`src/rtl/i2c_slave_mod.sv`:
```
// I2C target endpoint with four 8-bit registers behind a pointer byte.
// Oversamples SCL/SDA on PCLK; open-drain SDA via sda_oe, no clock stretching.
module i2c_slave_mod #(
    parameter logic [6:0] SLAVE_ADDR  = 7'h50,
    parameter int         SYNC_STAGES = 2
) (
    input  logic        PCLK,
    input  logic        PRESETn,
    input  logic        scl_in,
    input  logic        sda_in,
    output logic        sda_oe,
    output logic [31:0] regs_out,
    output logic        wr_strobe,
    output logic [1:0]  wr_index,
    output logic        busy
);

    localparam logic [3:0] IDLE      = 4'd0;
    localparam logic [3:0] ADDR      = 4'd1;
    localparam logic [3:0] ADDR_ACK  = 4'd2;
    localparam logic [3:0] PTR       = 4'd3;
    localparam logic [3:0] PTR_ACK   = 4'd4;
    localparam logic [3:0] WDATA     = 4'd5;
    localparam logic [3:0] WDATA_ACK = 4'd6;
    localparam logic [3:0] RDATA     = 4'd7;
    localparam logic [3:0] RDATA_ACK = 4'd8;
    localparam logic [3:0] WAIT_STOP = 4'd9;

    logic [SYNC_STAGES-1:0] scl_sync_q, sda_sync_q;
    logic                   scl_hist_q, sda_hist_q;
    logic                   scl_s, sda_s;
    logic                   scl_rise, scl_fall, start_c, stop_c;

    logic [3:0]      state_q, state_d;
    logic [3:0]      cnt_q, cnt_d;
    logic [7:0]      shift_q, shift_d;
    logic [6:0]      tx_q, tx_d;
    logic [1:0]      ptr_q, ptr_d;
    logic            rw_q, rw_d;
    logic            sda_oe_q, sda_oe_d;
    logic            busy_q, busy_d;
    logic            wr_strobe_q, wr_strobe_d;
    logic [1:0]      wr_index_q, wr_index_d;
    logic [3:0][7:0] regs_q, regs_d;
    logic            load_rd;
    logic [1:0]      rd_idx;
    logic [7:0]      rd_byte;

    // Synchronize the bus lines and keep one history sample for edges.
    // Reset to the idle-bus level so no false START follows reset.
    always_ff @(posedge PCLK) begin
        if (!PRESETn) begin
            scl_sync_q <= '1;
            sda_sync_q <= '1;
            scl_hist_q <= 1'b1;
            sda_hist_q <= 1'b1;
        end else begin
            scl_sync_q <= {scl_sync_q[SYNC_STAGES-2:0], scl_in};
            sda_sync_q <= {sda_sync_q[SYNC_STAGES-2:0], sda_in};
            scl_hist_q <= scl_sync_q[SYNC_STAGES-1];
            sda_hist_q <= sda_sync_q[SYNC_STAGES-1];
        end
    end

    assign scl_s    = scl_sync_q[SYNC_STAGES-1];
    assign sda_s    = sda_sync_q[SYNC_STAGES-1];
    assign scl_rise = scl_s & ~scl_hist_q;
    assign scl_fall = ~scl_s & scl_hist_q;
    assign start_c  = scl_s & scl_hist_q & sda_hist_q & ~sda_s;
    assign stop_c   = scl_s & scl_hist_q & ~sda_hist_q & sda_s;

    // Protocol FSM: bus conditions first, then rising-edge sampling,
    // then falling-edge actions (the only place SDA drive changes).
    always_comb begin
        state_d     = state_q;
        cnt_d       = cnt_q;
        shift_d     = shift_q;
        tx_d        = tx_q;
        ptr_d       = ptr_q;
        rw_d        = rw_q;
        sda_oe_d    = sda_oe_q;
        busy_d      = busy_q;
        wr_strobe_d = 1'b0;
        wr_index_d  = wr_index_q;
        regs_d      = regs_q;
        load_rd     = 1'b0;
        rd_idx      = ptr_q;
        rd_byte     = '0;
        if (stop_c) begin
            state_d  = IDLE;
            sda_oe_d = 1'b0;
            busy_d   = 1'b0;
        end else if (start_c) begin
            state_d  = ADDR;
            cnt_d    = 4'd0;
            sda_oe_d = 1'b0;
        end else begin
            if (scl_rise) begin
                cnt_d   = cnt_q + 4'd1;
                shift_d = {shift_q[6:0], sda_s};
            end
            if (scl_fall) begin
                case (state_q)
                    ADDR: begin
                        if (cnt_q == 4'd8) begin
                            if (shift_q[7:1] == SLAVE_ADDR) begin
                                sda_oe_d = 1'b1;
                                busy_d   = 1'b1;
                                rw_d     = shift_q[0];
                                state_d  = ADDR_ACK;
                            end else begin
                                busy_d  = 1'b0;
                                state_d = IDLE;
                            end
                        end
                    end
                    ADDR_ACK: begin
                        if (rw_q) begin
                            load_rd = 1'b1;
                        end else begin
                            sda_oe_d = 1'b0;
                            cnt_d    = 4'd0;
                            state_d  = PTR;
                        end
                    end
                    PTR: begin
                        if (cnt_q == 4'd8) begin
                            ptr_d    = shift_q[1:0];
                            sda_oe_d = 1'b1;
                            state_d  = PTR_ACK;
                        end
                    end
                    PTR_ACK, WDATA_ACK: begin
                        sda_oe_d = 1'b0;
                        cnt_d    = 4'd0;
                        state_d  = WDATA;
                    end
                    WDATA: begin
                        if (cnt_q == 4'd8) begin
                            regs_d[ptr_q] = shift_q;
                            wr_strobe_d   = 1'b1;
                            wr_index_d    = ptr_q;
                            ptr_d         = ptr_q + 2'd1;
                            sda_oe_d      = 1'b1;
                            state_d       = WDATA_ACK;
                        end
                    end
                    RDATA: begin
                        if (cnt_q == 4'd8) begin
                            sda_oe_d = 1'b0;
                            state_d  = RDATA_ACK;
                        end else begin
                            sda_oe_d = ~tx_q[6];
                            tx_d     = {tx_q[5:0], 1'b0};
                        end
                    end
                    RDATA_ACK: begin
                        if (!shift_q[0]) begin
                            ptr_d   = ptr_q + 2'd1;
                            rd_idx  = ptr_q + 2'd1;
                            load_rd = 1'b1;
                        end else begin
                            sda_oe_d = 1'b0;
                            state_d  = WAIT_STOP;
                        end
                    end
                    default: ;
                endcase
            end
            if (load_rd) begin
                rd_byte  = regs_q[rd_idx];
                tx_d     = rd_byte[6:0];
                sda_oe_d = ~rd_byte[7];
                cnt_d    = 4'd0;
                state_d  = RDATA;
            end
        end
    end

    // State and register-bank update.
    always_ff @(posedge PCLK) begin
        if (!PRESETn) begin
            state_q     <= IDLE;
            cnt_q       <= '0;
            shift_q     <= '0;
            tx_q        <= '0;
            ptr_q       <= '0;
            rw_q        <= 1'b0;
            sda_oe_q    <= 1'b0;
            busy_q      <= 1'b0;
            wr_strobe_q <= 1'b0;
            wr_index_q  <= '0;
            regs_q      <= '0;
        end else begin
            state_q     <= state_d;
            cnt_q       <= cnt_d;
            shift_q     <= shift_d;
            tx_q        <= tx_d;
            ptr_q       <= ptr_d;
            rw_q        <= rw_d;
            sda_oe_q    <= sda_oe_d;
            busy_q      <= busy_d;
            wr_strobe_q <= wr_strobe_d;
            wr_index_q  <= wr_index_d;
            regs_q      <= regs_d;
        end
    end

    assign sda_oe    = sda_oe_q;
    assign busy      = busy_q;
    assign wr_strobe = wr_strobe_q;
    assign wr_index  = wr_index_q;
    assign regs_out  = regs_q;

endmodule
```
`config.mk`:
```
export PLATFORM = sky130hd
export DESIGN_NAME = i2c_slave_mod
export DESIGN_NICKNAME = d
export VERILOG_FILES = /design/src/rtl/i2c_slave_mod.sv
export SDC_FILE = /design/constraint.sdc
export NUM_CORES = 1
export LEC_CHECK = 0
export CAP_MARGIN = 20
export CELL_PAD_IN_SITES_DETAIL_PLACEMENT = 1
export CELL_PAD_IN_SITES_GLOBAL_PLACEMENT = 2
export CORE_MARGIN = 2
export CORE_UTILIZATION = 37
export CTS_BUF_LIST = sky130_fd_sc_hd__clkbuf_16
export DETAILED_ROUTE_END_ITERATION = 7
export PLACE_DENSITY = 0.85
export SLEW_MARGIN = 15
export SYNTH_ARGS = -nofsm -noshare
export SYNTH_HDL_FRONTEND = slang
export SYNTH_SLANG_ARGS = --single-unit
```
`constraint.sdc`:
```
create_clock -name PCLK -period 5.38 [get_ports PCLK]
set_input_delay 1.345 -clock PCLK [delete_from_list [all_inputs] [get_ports PCLK]]
set_output_delay 1.345 -clock PCLK [all_outputs]
set_load 0.05 [all_outputs]
```
# Yosys cells after proc, flatten, opt, wreduce, memory -nomap -nowiden
# Index checks and enable logic that the tools add are counted.
word_totals:
  word_cells: 150
  output_inout_bits: 37
  reg_bits: 69
  inputBits: 4
op_classes:
  add_sub_neg: 2
  n_eq_ne: 31
  magnitude_cmp: 3
  bitwise_logic: 18
  mux: 51
  n_reduce_logical: 25
op_table:
  columns: ["op", "n"]
  rows:
  - ["two-way mux 4 bit", 11]
  - ["bitwise mux 32 bit", 1]
  - ["two-way mux 7 bit", 4]
  - ["case mux 4 bit (7 select lines)", 1]
  - ["inequality test 4 bit, second input constant", 6]
  - ["AND reduction 8 bit", 3]
  - ["inequality test 3 bit, second input constant", 7]
  - ["binary-select mux 8 bit (select 2 bit)", 1]
  - ["demux 8 bit (select 2 bit)", 1]
  - ["== test 4 x 3 -> 1 bit, second input constant", 4]
  - ["two-way mux 1 bit", 16]
  - ["two-way mux 2 bit", 8]
  - ["two-way mux 8 bit", 2]
  - ["nonzero test 7 bit", 2]
  - ["inequality test 2 bit, second input constant", 6]
  - ["AND reduction 6 bit", 2]
  - ["inverter 1 bit", 11]
  - ["AND reduction 5 bit", 2]
  - ["nonzero test 9 bit", 1]
  - ["== test 4 x 2 -> 1 bit, second input constant", 2]
  - ["== test 4 bit, second input constant", 2]
  - ["case mux 4 bit (2 select lines)", 1]
  - ["nonzero test 8 bit", 1]
  - ["bitwise AND 1 bit", 7]
  - ["other kinds (22)", 28]

# Longest topological paths before layout
depth:
  ltp_word: 10
  ltp_mapped: 9
  ltp_nobuf: 7

# Worst setup path before layout
# Ideal clock, no wire load.
synth_path:
  path_kind: "reg2reg"
  start: "reg ptr_q[0]"
  end: "reg tx_q[5]"
  period_less_slack_ns: 2.457
  n_path_buf: 4
  stages_incl_launch_ff: 10
  arrival_ns: 2.370
  required_time_ns: 5.293
  setup_time_ns: 0.087
  path_slack_ns: 2.923
  cell_sequence: "dfxtp_1 > clkbuf_1 > inv_1 > clkbuf_1 > ha_1 > buf_2 > buf_2 > nor2_1 > mux4_2 > o31ai_1"
synth_between:
  elab_chain_cells: 9
synth_rtl:
  columns: ["element", "line_no", "text"]
  rows:
  - ["start: declaration", "38", "logic [1:0] ptr_q, ptr_d;"]
  - ["start signal: assignment", "199", "ptr_q <= ptr_d;"]
  - ["adder 2 x 1 -> 2 bit", "160", "rd_idx = ptr_q + 2'd1;"]
  - ["two-way mux 2 bit", null, null]
  - ["two-way mux 2 bit", "103", "case (state_q)"]
  - ["two-way mux 2 bit (*)", "102", "if (scl_fall) begin"]
  - ["two-way mux 2 bit (*)", "93", "end else if (start_c) begin"]
  - ["two-way mux 2 bit (*)", "89", "if (stop_c) begin"]
  - ["binary-select mux 8 bit (select 2 bit) (*)", "171", "rd_byte = regs_q[rd_idx];"]
  - ["two-way mux 8 bit (implied by the code) (*)", "171", null]
  - ["two-way mux 7 bit (*)", "170", "if (load_rd) begin"]
  - ["end signal: assignment", "198", "tx_q <= tx_d;"]
  - ["end: declaration", "37", "logic [6:0] tx_q, tx_d;"]
# Mark *: on every way between the ends. The rest lies on a longest branch, timed or not. The select of a mux whose other input is x is not followed.
# A chain may end at the register's enable or synchronous reset.

# Worst setup path in the final report
layout_path:
  start: "reg ptr_q[1]"
  end: "reg sda_oe_q (netlist: sda_oe)"
layout_between:
  elab_chain_cells: 10
layout_rtl:
  columns: ["element", "line_no", "text"]
  rows:
  - ["adder 2 x 1 -> 2 bit", "160", null]
  - ["two-way mux 2 bit", null, null]
  - ["two-way mux 2 bit", "103", null]
  - ["two-way mux 2 bit (*)", "102", null]
  - ["two-way mux 2 bit (*)", "93", null]
  - ["two-way mux 2 bit (*)", "89", null]
  - ["binary-select mux 8 bit (select 2 bit) (*)", "171", null]
  - ["two-way mux 8 bit (implied by the code) (*)", "171", null]
  - ["inverter 1 bit (*)", "173", "sda_oe_d = ~rd_byte[7];"]
  - ["two-way mux 1 bit (*)", "170", null]
  - ["end signal: assignment", "201", "sda_oe_q <= sda_oe_d;"]
  - ["end: declaration", "40", "logic sda_oe_q, sda_oe_d;"]
# Marks and branches as above.

==> impl_results.md <==
* Starting density of the core at 38.4%
* Yosys reg bits at 69
* Total power at 0.00117 W
* Worst path arrival time at between 3000 and 4000 ps
* Post CTS Setup Buffer Count at 0
* Reg2reg end: sda_oe$_SDFFE_PP0P_
* Synthesis-to-layout area growth at 19.5%
* Final setup TNS at 0 ps
* Die extent in x at approximately 100 um
* Seq/Total Area, Yosys at 36.6%
* Overflow after GRT at 0
* Max-slew headroom at around 31%
* Share of cells above drive strength 1 at approximately 7.5%
* Core ar. at 9820 um2
* Syn. warnings at 0
* Avg Inst Size Synth at 8.76 um2
* Synth area leader: dfxtp_1
* Die area at approximately 11000 um2
* Post_cts resized at 0
* HP Class: flip-flop to flip-flop
* Area after DPL at 4190 um2
* Multiplexer share of the synthesized area at 15.0%
* Hold EP: scl_sync_q[1]$_SDFF_PN1_
* Total track usage at between 20% and 30%
* Port Buffers at 40
* Clock transition at path regs at approximately 50 ps
* Root buf cell: clkbuf_16
* Design Area, Final at 4510 um2
* PwrDens at 259 nW/um2
* P_leak at roughly 1.4 nW
* GPL Wtd Cong at 0.812
* Post-synthesis adder-cell area fraction at 1.99%
* Post-route DRC at 0
* Vias in the first global route at roughly 3400
* Clock buffer depth at 2
* Number of core rows at 36
* WL final at roughly 11000 um
* Req. time, crit path at 5570 ps
* Worst reg2reg path depth at 6
* Drt wl/cell at 18.9 um
* Nets at 458
* Post-Syn Nets at 441
* Peak supply drop at 0.132 mV
* Combinational family with the most area after synthesis: simple AND/OR/NAND/NOR gates
* Critical path class: flip-flop to flip-flop
* Final setup vio count at 0
* Estimated wirelength of the detail-placed design at 7580 um
* RSZ-0062 raised after global routing: no
* Post-synth EDFFs at 0
* Global-route wire length before repair at 18500 um
* WHS at 405 ps
* CTS tree: done
* Ys flop type: dfxtp_1
* Clock latency on the worst-skew pair at 330 ps
* Final hold viol count at 0
* CTS Buf Count at 9
* Pre-antenna DRT Iters at 4
* Clk_skew at 7.45 ps
* WHS Path Cells at 1
* Htree depth at 3
* Synth Area in Compound Gates at between 15 and 20%
* Vias at 3302
* Run status: complete, no violations
* Initial antenna violation count at 0
* Post-Synthesis Cells at 431
* Largest net degree at the start of global routing at 66
* Io pins at 41
* Final period util at 58.5%
* DRT iter0 DRCs at 139
* XOR/XNOR share of the synthesized area at 0.464%
* Async SR Flop Fraction at 0%
* Simple-gate share of the synthesized area at between 20% and 30%
* Die height at ~100 um
* CTS Sinks at between 60 and 70
* Fin crit period at 3150 ps
* Worst reg-to-reg setup slack at approximately 2200 ps
* Worst setup EP type: flip-flop
* DR vias/cell at 5.63
* Synth unique cells at between 50 and 60
* Crit-path max FO at 22
* Antenna viol nets, final at 0
* # diodes at 0
* Max Clock Freq at approximately 0.32 GHz
* MaxCap Viol Count at 0
* Synth top area share at between 30% and 40%
* R2r startpoint: ptr_q[1]$_SDFFE_PN0P_
* CTS Hold Buffers Added at 0
* Post-Syn Area at 3770 um2
* Hold Crit Start: scl_sync_q[0]$_SDFF_PN1_
* Max Slew Vio Count at 0
* Synth area leaders: dfxtp_1 37%, a21boi_0 8.0%, mux2i_1 8.0%, nand2_1 7.2%, nand3_1 5.3%
* Pin slew with the least headroom to its limit at 1040 ps
* Critical Path Source Type: flip-flop
through the flow:
step | instances | setup WS, ps | utilization (%)
floorplan | 431 | 2920 | -
global placement | 570 | 2180 | 42.6
detailed placement | 570 | 2050 | 42.6
CTS | 586 | 2240 | 45.8
global route | 586 | 1980 | 45.9
finish | 586 | 2230 | 45.9
placed cells by master, fill, tap and decap left out, types with 2 or more instances in the layout:
cell type	count
a21boi_0	40
a21boi_1	2
a21oi_1	18
buf_4	2
bufinv_16	2
clkbuf_16	9
clkdlybuf4s50_1	39
clkinv_2	2
dfxtp_1	69
ha_1	6
inv_1	6
mux2_2	4
mux2i_1	30
mux4_1	5
mux4_2	4
nand2_1	72
nand2b_1	11
nand3_1	40
nand3b_1	2
nand4_1	4
nor2_1	12
nor2b_1	7
nor3_1	2
nor3b_1	7
nor4_4	2
nor4b_1	2
o21ai_0	18
o31ai_1	2
o41ai_1	2
or4_1	3
xnor2_1	2
synthesized netlist by cell type (all sizes together), types with 2 or more instances:
cell type and count:
xnor2 2, nand2 72, inv 6, nor2b 7
nand4 4, nor3b 7, or4b 2, or4 3
o41ai 2, nand3b 2, nand3 40, mux2i 30
nor2 12, nor4 3, o31ai 2, a21boi 42
nand2b 11, mux2 4, a21oi 18, clkbuf 22
o21ai 18, dfxtp 69, mux4 9, buf 14
nor4b 2, nor3 3, ha 6
final cells by class:
type / count / area, um2
inverters: 6 / 22.5
multi-input cells: 320 / 2210
repair buffers: 42 / 410
fillers: 1184 / 5310
well taps: 133 / 166
flip-flops and latches: 69 / 1380
clock inverters: 7 / 90.1
clock buffers: 9 / 225
routing by layer:
layer	share of wire, %	up-vias	global-route usage [%]
li1	-	1581	-
met1	49	1639	28.6
met2	46	67	34.4
met3	3.4	15	2.93
met4	1.8	0	7.90
met5	0	-	0
kinds of logic after synthesis:
logic type      Yosys count
xor+xnor                  2
flops                    69
fa+ha+maj                 6
mux                      43
buf+inv                  42
simple gates            175
compound gates           94
power breakdown:
| part | leakage (nW) | switching, W | internal [W] | total, W |
|---|---|---|---|---|
| clock | 0.153 | 0.000222 | 0.000403 | 0.000625 |
| sequential | 0.557 | 0.00000510 | 0.000514 | 0.000519 |
| combinational | 0.679 | 0.0000156 | 0.0000111 | 0.0000267 |
critical path: stages (launching register included):
cell and delay [ps]:
dfxtp_1 1000, inv_1 200, ha_1 920, mux2i_1 150, mux4_1 560, nand3_1 100
o41ai_1 70
flip-flops by register name (all words and copies together), names as in the netlist:
name,flops
sda_oe,1
sda_sync_q,2
busy,1
scl_hist_q,1
state_q,4
wr_index,2
tx_q,7
cnt_q,4
rw_q,1
sda_hist_q,1
shift_q,8
scl_sync_q,2
regs_out,32
ptr_q,2
wr_strobe,1
how the worst max path moves through the flow:
stage                                        to             startpoint  slack [ps]  cells past startpoint
after global placement    cnt_q[1]$_SDFFE_PN0N_                PRESETn        2180                      6
after floorplan            tx_q[5]$_SDFFE_PN0P_  ptr_q[0]$_SDFFE_PN0P_        2920                      9
after CTS                   sda_oe$_SDFFE_PP0P_  ptr_q[1]$_SDFFE_PN0P_        2240                      6
after global routing        sda_oe$_SDFFE_PP0P_  ptr_q[1]$_SDFFE_PN0P_        1980                      6
final                       sda_oe$_SDFFE_PP0P_  ptr_q[1]$_SDFFE_PN0P_        2230                      6
after detailed placement  cnt_q[1]$_SDFFE_PN0N_                PRESETn        2050                      6
(Power assumes the default switching activity.)
